## src/rtl/fifo_arb_pkg.sv

```systemverilog
// Shared types and helpers for the FIFO write-port round-robin arbiter.
package fifo_arb_pkg;

  typedef enum logic {ARB_IDLE, ARB_BURST} arb_state_t;

  // Index width that never collapses to zero bits.
  function automatic int clog2_min1(input int n);
    int r;
    r = $clog2(n);
    return (r < 1) ? 1 : r;
  endfunction

endpackage

```

## src/rtl/fifo_arb_rr_pick.sv

```systemverilog
// Combinational round-robin pick: first valid source strictly after the last winner.
module fifo_arb_rr_pick
  import fifo_arb_pkg::*;
#(
  parameter int N = 4,
  localparam int IDX_W = clog2_min1(N)
) (
  input  logic [N-1:0]     i_vld,
  input  logic [IDX_W-1:0] i_ptr,
  output logic             o_any,
  output logic [IDX_W-1:0] o_idx
);

  logic [2*N-1:0] w_dbl;
  logic [2*N-1:0] w_masked;
  logic           w_found;

  // Mask off positions at or below the last winner in a doubled request vector, then take the
  // lowest surviving bit; the wrap-around comes for free from the upper copy.
  always_comb begin
    w_dbl    = {i_vld, i_vld};
    w_masked = '0;
    w_found  = 1'b0;
    o_idx    = '0;
    for (int i = 0; i < 2*N; i++) begin
      w_masked[i] = w_dbl[i] && (i > int'(i_ptr));
    end
    for (int i = 0; i < 2*N; i++) begin
      if (!w_found && w_masked[i]) begin
        w_found = 1'b1;
        o_idx   = IDX_W'(i % N);
      end
    end
  end

  assign o_any = |i_vld;

endmodule

```

## src/rtl/fifo_wr_rr_arbiter.sv

```systemverilog
// Packet-locked round-robin sharing of one FIFO write port; words tagged {src_id,last,data}.
module fifo_wr_rr_arbiter
  import fifo_arb_pkg::*;
#(
  parameter int N_REQ     = 4,
  parameter int WIDTH     = 8,
  parameter int MAX_BEATS = 256,
  localparam int ID_W     = clog2_min1(N_REQ),
  localparam int OUT_W    = WIDTH + ID_W + 1
) (
  input  logic                   clk,
  input  logic                   rst,
  input  logic [N_REQ-1:0]       req_vld,
  input  logic [N_REQ*WIDTH-1:0] req_data,
  input  logic [N_REQ-1:0]       req_last,
  output logic [N_REQ-1:0]       req_rdy,
  input  logic                   fifo_full,
  input  logic                   fifo_afull,
  output logic                   fifo_wren,
  output logic [OUT_W-1:0]       fifo_wdata,
  output logic                   grant_vld,
  output logic [ID_W-1:0]        grant_id,
  output logic                   err_long
);

  localparam int              CNT_W    = $clog2(MAX_BEATS);
  localparam logic [CNT_W-1:0] CNT_LAST = CNT_W'(MAX_BEATS - 1);
  localparam logic [ID_W-1:0]  PTR_INIT = ID_W'(N_REQ - 1);

  arb_state_t       r_state;
  arb_state_t       w_state_nxt;
  logic [ID_W-1:0]  r_rr_ptr;
  logic [ID_W-1:0]  r_grant_id;
  logic [CNT_W-1:0] r_beat_cnt;
  logic             r_wren;
  logic [OUT_W-1:0] r_wdata;
  logic             r_err_long;

  logic             w_any;
  logic [ID_W-1:0]  w_pick;
  logic             w_space;
  logic             w_accept;
  logic             w_sel_last;
  logic             w_force;
  logic             w_end;
  logic [WIDTH-1:0] w_sel_data;

  fifo_arb_rr_pick #(.N(N_REQ)) u_pick (
    .i_vld (req_vld),
    .i_ptr (r_rr_ptr),
    .o_any (w_any),
    .o_idx (w_pick)
  );

  assign w_space    = ~fifo_afull & ~fifo_full;
  assign w_sel_data = req_data[int'(r_grant_id)*WIDTH +: WIDTH];

  // Next-state decode plus the owner's ready, accept strobe and packet-end detection.
  always_comb begin
    w_state_nxt = r_state;
    req_rdy     = '0;
    w_accept    = 1'b0;
    w_sel_last  = req_last[r_grant_id];
    w_force     = 1'b0;
    w_end       = 1'b0;
    case (r_state)
      ARB_IDLE: begin
        if (w_any) w_state_nxt = ARB_BURST;
      end
      ARB_BURST: begin
        req_rdy[r_grant_id] = w_space;
        w_accept = req_vld[r_grant_id] & w_space;
        w_force  = w_accept & ~w_sel_last & (r_beat_cnt == CNT_LAST);
        w_end    = w_accept & (w_sel_last | w_force);
        if (w_end) w_state_nxt = ARB_IDLE;
      end
      default: w_state_nxt = ARB_IDLE;
    endcase
  end

  // FSM state register; reset abandons any packet in flight.
  always_ff @(posedge clk or negedge rst) begin
    if (!rst) r_state <= ARB_IDLE;
    else      r_state <= w_state_nxt;
  end

  // Capture the winner and advance the round-robin pointer at each arbitration.
  always_ff @(posedge clk or negedge rst) begin
    if (!rst) begin
      r_rr_ptr   <= PTR_INIT;
      r_grant_id <= '0;
    end else if (r_state == ARB_IDLE && w_any) begin
      r_rr_ptr   <= w_pick;
      r_grant_id <= w_pick;
    end
  end

  // Beats accepted in the current packet; cleared when the packet ends or is cut.
  always_ff @(posedge clk or negedge rst) begin
    if (!rst)          r_beat_cnt <= '0;
    else if (w_end)    r_beat_cnt <= '0;
    else if (w_accept) r_beat_cnt <= r_beat_cnt + 1'b1;
  end

  // Registered FIFO write one clock after accept; the word holds between writes.
  always_ff @(posedge clk or negedge rst) begin
    if (!rst) begin
      r_wren  <= 1'b0;
      r_wdata <= '0;
    end else begin
      r_wren <= w_accept;
      if (w_accept) r_wdata <= {r_grant_id, w_sel_last | w_force, w_sel_data};
    end
  end

  // Sticky overlong-packet flag, cleared only by reset.
  always_ff @(posedge clk or negedge rst) begin
    if (!rst)         r_err_long <= 1'b0;
    else if (w_force) r_err_long <= 1'b1;
  end

  assign fifo_wren  = r_wren;
  assign fifo_wdata = r_wdata;
  assign grant_vld  = (r_state == ARB_BURST);
  assign grant_id   = r_grant_id;
  assign err_long   = r_err_long;

endmodule
```

## config.mk

```make
export PLATFORM = sky130hd
export DESIGN_NAME = fifo_wr_rr_arbiter
export DESIGN_NICKNAME = d
export VERILOG_FILES = /design/src/rtl/fifo_arb_pkg.sv /design/src/rtl/fifo_arb_rr_pick.sv /design/src/rtl/fifo_wr_rr_arbiter.sv
export SDC_FILE = /design/constraint.sdc
export NUM_CORES = 1
export LEC_CHECK = 0
export ABC_AREA = 1
export CORE_ASPECT_RATIO = 0.5
export CORE_MARGIN = 3
export CORE_UTILIZATION = 46
export DETAILED_ROUTE_END_ITERATION = 8
export PLACE_DENSITY = 0.85
export RECOVER_POWER = 100
export SLEW_MARGIN = 20
export SYNTH_ARGS = -nofsm -noshare
export SYNTH_HDL_FRONTEND = slang
export SYNTH_SLANG_ARGS = --single-unit
```

## constraint.sdc

```tcl
create_clock -name clk -period 2.9 [get_ports clk]
set_input_delay 0.29 -clock clk [delete_from_list [all_inputs] [get_ports clk]]
set_output_delay 0.29 -clock clk [all_outputs]
set_load 0.1 [all_outputs]
```

Word level (Yosys, flattened, before mapping)
Cells that the tools add are included.
- register bits after elaboration: 26
- input bits: 44
- word-level logic and storage cells: 74
- $add $sub $neg: 1
- $lt $le $gt $ge: 5
- equality and inequality tests: 1
- shift operators: 1
- muxes and demuxes: 28
- bitwise operators: 12
- reductions and logical operators: 19
- operator list (kind ; count):
    32-bit by 6-bit indexed part select with 8-bit output ; 1
    8-bit 2-to-1 mux ; 2
    1-bit 2-to-1 mux ; 15
    2-bit 2-to-1 mux ; 6
    1-bit logical AND ; 11
    8-bit by 1-bit adder with 8-bit output, second input constant ; 1
    8-bit == test, second input constant ; 1
    1-bit logical NOT ; 6
    1-bit AND ; 5
    4-bit AND ; 1
    1-bit binary-select mux with 2-bit select ; 2
    2-bit greater-than comparator, first input constant ; 2
    4-bit 2-to-1 mux ; 1
    1-bit inverter ; 4
    4-bit OR reduction ; 1
    2-bit by 3-bit less-than comparator with 1-bit output, second input constant ; 1
    1-bit demux with 2-bit select ; 1
    2-bit by 1-bit >= comparator with 1-bit output, second input constant ; 1
    1-bit by 2-bit greater-than comparator with 1-bit output, first input constant ; 1
    1-bit OR ; 2
    1-bit case mux with 2 select lines ; 1
    2-bit nonzero test ; 1

Longest topological paths before layout
- depth in word-level cells: 21
- depth in mapped cells: 9
- gate-level depth less buffers: 8

By module
A second synthesis with hierarchy kept.
- cell total of the unflattened synthesis: 233
- area, all modules: 1681.6 µm²
- by module, submodules not included (module ; times used ; cells an instance ; area each (µm²) ; sequential area each (µm²)):
    fifo_wr_rr_arbiter ; 1 ; 211 ; 1585.3 ; 653.1
    fifo_arb_rr_pick ; 1 ; 22 ; 96.3 ; 0.0

Least setup slack after synthesis
OpenSTA, ideal clock, no wires.
- path kind: flip-flop to output port
- start: register r_state (netlist: grant_vld)
- end: output port req_rdy[0]
- arrival time: 3.444 ns
- slack: -0.834 ns
- cell stages (with the launch flop): 3
- path buffers: 0
- cells stage by stage: dfrtp_1 nand2_1 nor3_1
- word-level cells in the longest chain between the ends: 1
- ends and longest elaborated chain (what ; line ; RTL):
    start, declared ; fifo_wr_rr_arbiter.sv:30 ; arb_state_t r_state;
    start signal, assigned ; fifo_wr_rr_arbiter.sv:84 ; else r_state <= w_state_nxt;
    4-bit 2-to-1 mux ; fifo_wr_rr_arbiter.sv:66 ; case (r_state)
    end, declared ; fifo_wr_rr_arbiter.sv:16 ; output logic [N_REQ-1:0] req_rdy,
Every way passes these cells.

Worst setup path in the final report
- start: register r_grant_id[0] (netlist: grant_id[0])
- end: output port grant_id[0]
- RTL lines (what ; line ; RTL):
    start, declared ; fifo_wr_rr_arbiter.sv:33 ; logic [ID_W-1:0] r_grant_id;
    start signal, assigned ; fifo_wr_rr_arbiter.sv:94 ; r_grant_id <= w_pick;
    end, declared ; fifo_wr_rr_arbiter.sv:22 ; output logic [ID_W-1:0] grant_id,
No word-level cell between the ends.

==> impl_metrics.csv <==
group,metric,value,unit
yosys,synth_area,1590,um2
pwr,ir_worst_vdd,0.594,mV
clock_tree,root_buffer,"clkbuf_8",
timing,fin_skew,0.00247,ns
clock_tree,post_cts_buffers,0,
drt,drtAntennaViolNets,0,
timing,finalSetupTns,0,ns
yosys,synth_cells,233,
floorplan,rows,14,
floorplan,start_util,50.6,%
floorplan,die-height,47.6,um
layout,area_delta_synth_final,36.5,%
yosys,synthTopCellsByCount,"115 x nand2_1, 24 x dfrtp_1, 19 x nor2_1, 18 x nand3_1, 17 x inv_1",
clock_tree,holdBufCountCts,0,
grt,grt.total_usage,20.6,%
grt,grt_pass1_vias,1534,
critical_path,arrival,1.78,ns
drt,wl_per_cell,12.7,um
critical_path,crit_family,"buffers and inverters",
drt,route.vias.total,1635,
clock_tree,htreeDepth,1,
pwr,pwr_density_cell,1030,nW/um2
layout,final_nets,342,
yosys,synth-seq-area-share,41.0,%
yosys,synth_top_family_by_area,"simple AND/OR/NAND/NOR gates",
yosys,syn_area_per_cell,6.84,um2
pwr,leakage,0.00109,uW
timing,rsz0062_at_grt,"no",
layout,antenna_cells,0,
critical_path,crit_chain,"clkbuf_1",
grt,grt_pass1_wl,6830,um
floorplan,die_w,89.3,um
yosys,synth_top_cell_area_share,37.7,%
yosys,synthAdderAreaFrac,0.785,%
yosys,yosysMostFrequentCell,"nand2_1",
yosys,ys.flop_type,"dfrtp_1",
timing,max_slew_margin,5.91,%
yosys,synthesis.nets,278,
timing,setup_viol,0,
critical_path,cp_max_fo,12,
floorplan,die-area,4250,um2
layout,layout-drive-gt1-share,5.07,%
placement,place_congestion,0.794,
clock_tree,cts_tree,"yes",
grt,grt_overflow_total,0,
yosys,synth_mux_area_share,0,%
yosys,synth-xor-area-share,1.65,%
layout,fillers,279,
critical_path,path_buf_inv,1,
critical_path,worstPathRequired,2.61,ns
timing,period_share,71.2,%
timing,fmax,484,MHz
drt,drtIter0Drc,50,
timing,hold_viol_final,0,
yosys,synth_area_leaders,"dfrtp_1 38%, nand2_1 27%, nand3_1 5.7%, nor2_1 4.5%, inv_1 4.0%",
grt,grt_max_degree,27,
placement,port_buffers,63,
grt,grt_antenna_before_repair,0,
clock_tree,path_clk_slew,0.09,ns
drt,dr.pass1.iters,4,
clock_tree,cts_buffers,3,
critical_path,path_class,"reg -> out",
layout,final_core_util,69.0,%
clock_tree,clock_path_buffers,2,
yosys,synthSimpleGateAreaFrac,45.9,%
critical_path,cp-start-kind,"register",
yosys,yosysWarnings,0,
run_status,outcome,"finished clean",
yosys,synth_largest_area_cell,"dfrtp_1",
clock_tree,clock-sinks,26,
timing,worstMarginPinSlew,1.41,ns
critical_path,max_stage_delay,0.90,ns
floorplan,ioPinCount,64,
yosys,synthArstFlopShare,100,%
yosys,synth_cell_types,22,
job,maxCapViolations,0,
yosys,synth_compound_area_share,3.85,%
critical_path,slowest_stage,"clkbuf_1",
drt,drc,0,
timing,period_minus_slack,2.07,ns
yosys,synth_edf_count,0,
clock_tree,clock_latency,0.27,ns
yosys,ys_seq_elements,26,
floorplan,core-area,3150,um2
placement,hpwl,3310,um
drt,routed_wl,4260,um
drt,avgViaCountPerCell,4.87,
timing,slew_violations,0,
min_path,min_path_type,"reg -> reg",
critical_path,crit_path_end_kind,"primary output",
clock_tree,cts_resized,0,
-- power breakdown --
group	internal (uW)	switching [uW]	leakage, uW	total, uW
sequential	485	111	0.000331	596
clock	185	119	0.0000357	304
combinational	253	1090	0.000728	1340
total	923	1320	0.00109	2240
-- cell type report --
| type | instances | area (um2) | share of cell area (%) |
|---|---|---|---|
| inverters | 18 | 67.6 | 3.11 |
| well taps | 40 | 50.0 | 2.30 |
| flip-flops and latches | 26 | 653 | 30.0 |
| multi-input cells | 184 | 810 | 37.2 |
| clock inverters | 1 | 30.0 | 1.38 |
| clock buffers | 3 | 41.3 | 1.90 |
| repair buffers | 64 | 524 | 24.1 |
-- registers in the layout, summed over array words and instances, names as in the netlist --
name / cells
r_rr_ptr: 2
fifo_wdata: 11
fifo_wren: 1
grant_id: 2
err_long: 1
r_beat_cnt: 8
grant_vld: 1
-- cell families after synthesis --
family,Yosys count
flops,26
fa+ha+maj,1
buf+inv,23
xor+xnor,3
simple gates,171
compound gates,9
-- layer usage --
metal,global-route usage (%),up-vias,wire length (um)
met1,27.5,743,1960
met4,3.56,0,23
met5,0,-,0
met3,3.09,4,150
li1,-,855,-
met2,37.0,33,2120
-- cell usage in the layout (no fill, tap or decap), drive strengths merged --
cell	n
buf	4
bufinv	1
clkbuf	20
clkdlybuf4s50	41
dfrtp	24
dfstp	2
dlygate4sd3	2
ha	1
inv	18
nand2	116
nand3	18
nand3b	1
nand4	9
nor2	23
nor3	4
o21ai	7
o21bai	2
xnor2	1
xor2	2
-- stage by stage --
step,cell area [um2],setup WS (ns),cells,hold WS [ns],total power [uW]
after floorplan,1590,-0.834,233,-0.00559,1710
after global placement,2190,1.12,332,0.466,2030
after detailed placement,2190,1.05,332,0.470,2050
after CTS,2260,1.01,336,0.397,2360
after global routing,2180,0.597,336,0.516,2370
final,2180,0.835,336,0.492,2240
-- final timing paths --
| check | startpoint | end | slack (ns) | cells after the start |
|---|---|---|---|---|
| worst min-delay path | fifo_wdata[3]$_DFFE_PN0P_ | fifo_wdata[3]$_DFFE_PN0P_ | 0.49 | 2 |
| worst min register to register | fifo_wdata[3]$_DFFE_PN0P_ | fifo_wdata[3]$_DFFE_PN0P_ | 0.49 | 2 |
| worst max-delay path | grant_id[0]$_DFFE_PN0P_ | grant_id[0] | 0.83 | 1 |
| max in group asynchronous | rst | fifo_wdata[1]$_DFFE_PN0P_ | 1.21 | 2 |
| worst max register to register | grant_id[0]$_DFFE_PN0P_ | grant_vld$_DFF_PN0_ | 0.86 | 6 |
| min in group asynchronous | rst | grant_id[0]$_DFFE_PN0P_ | 0.87 | 2 |
Power figures use the tool's default switching activity.
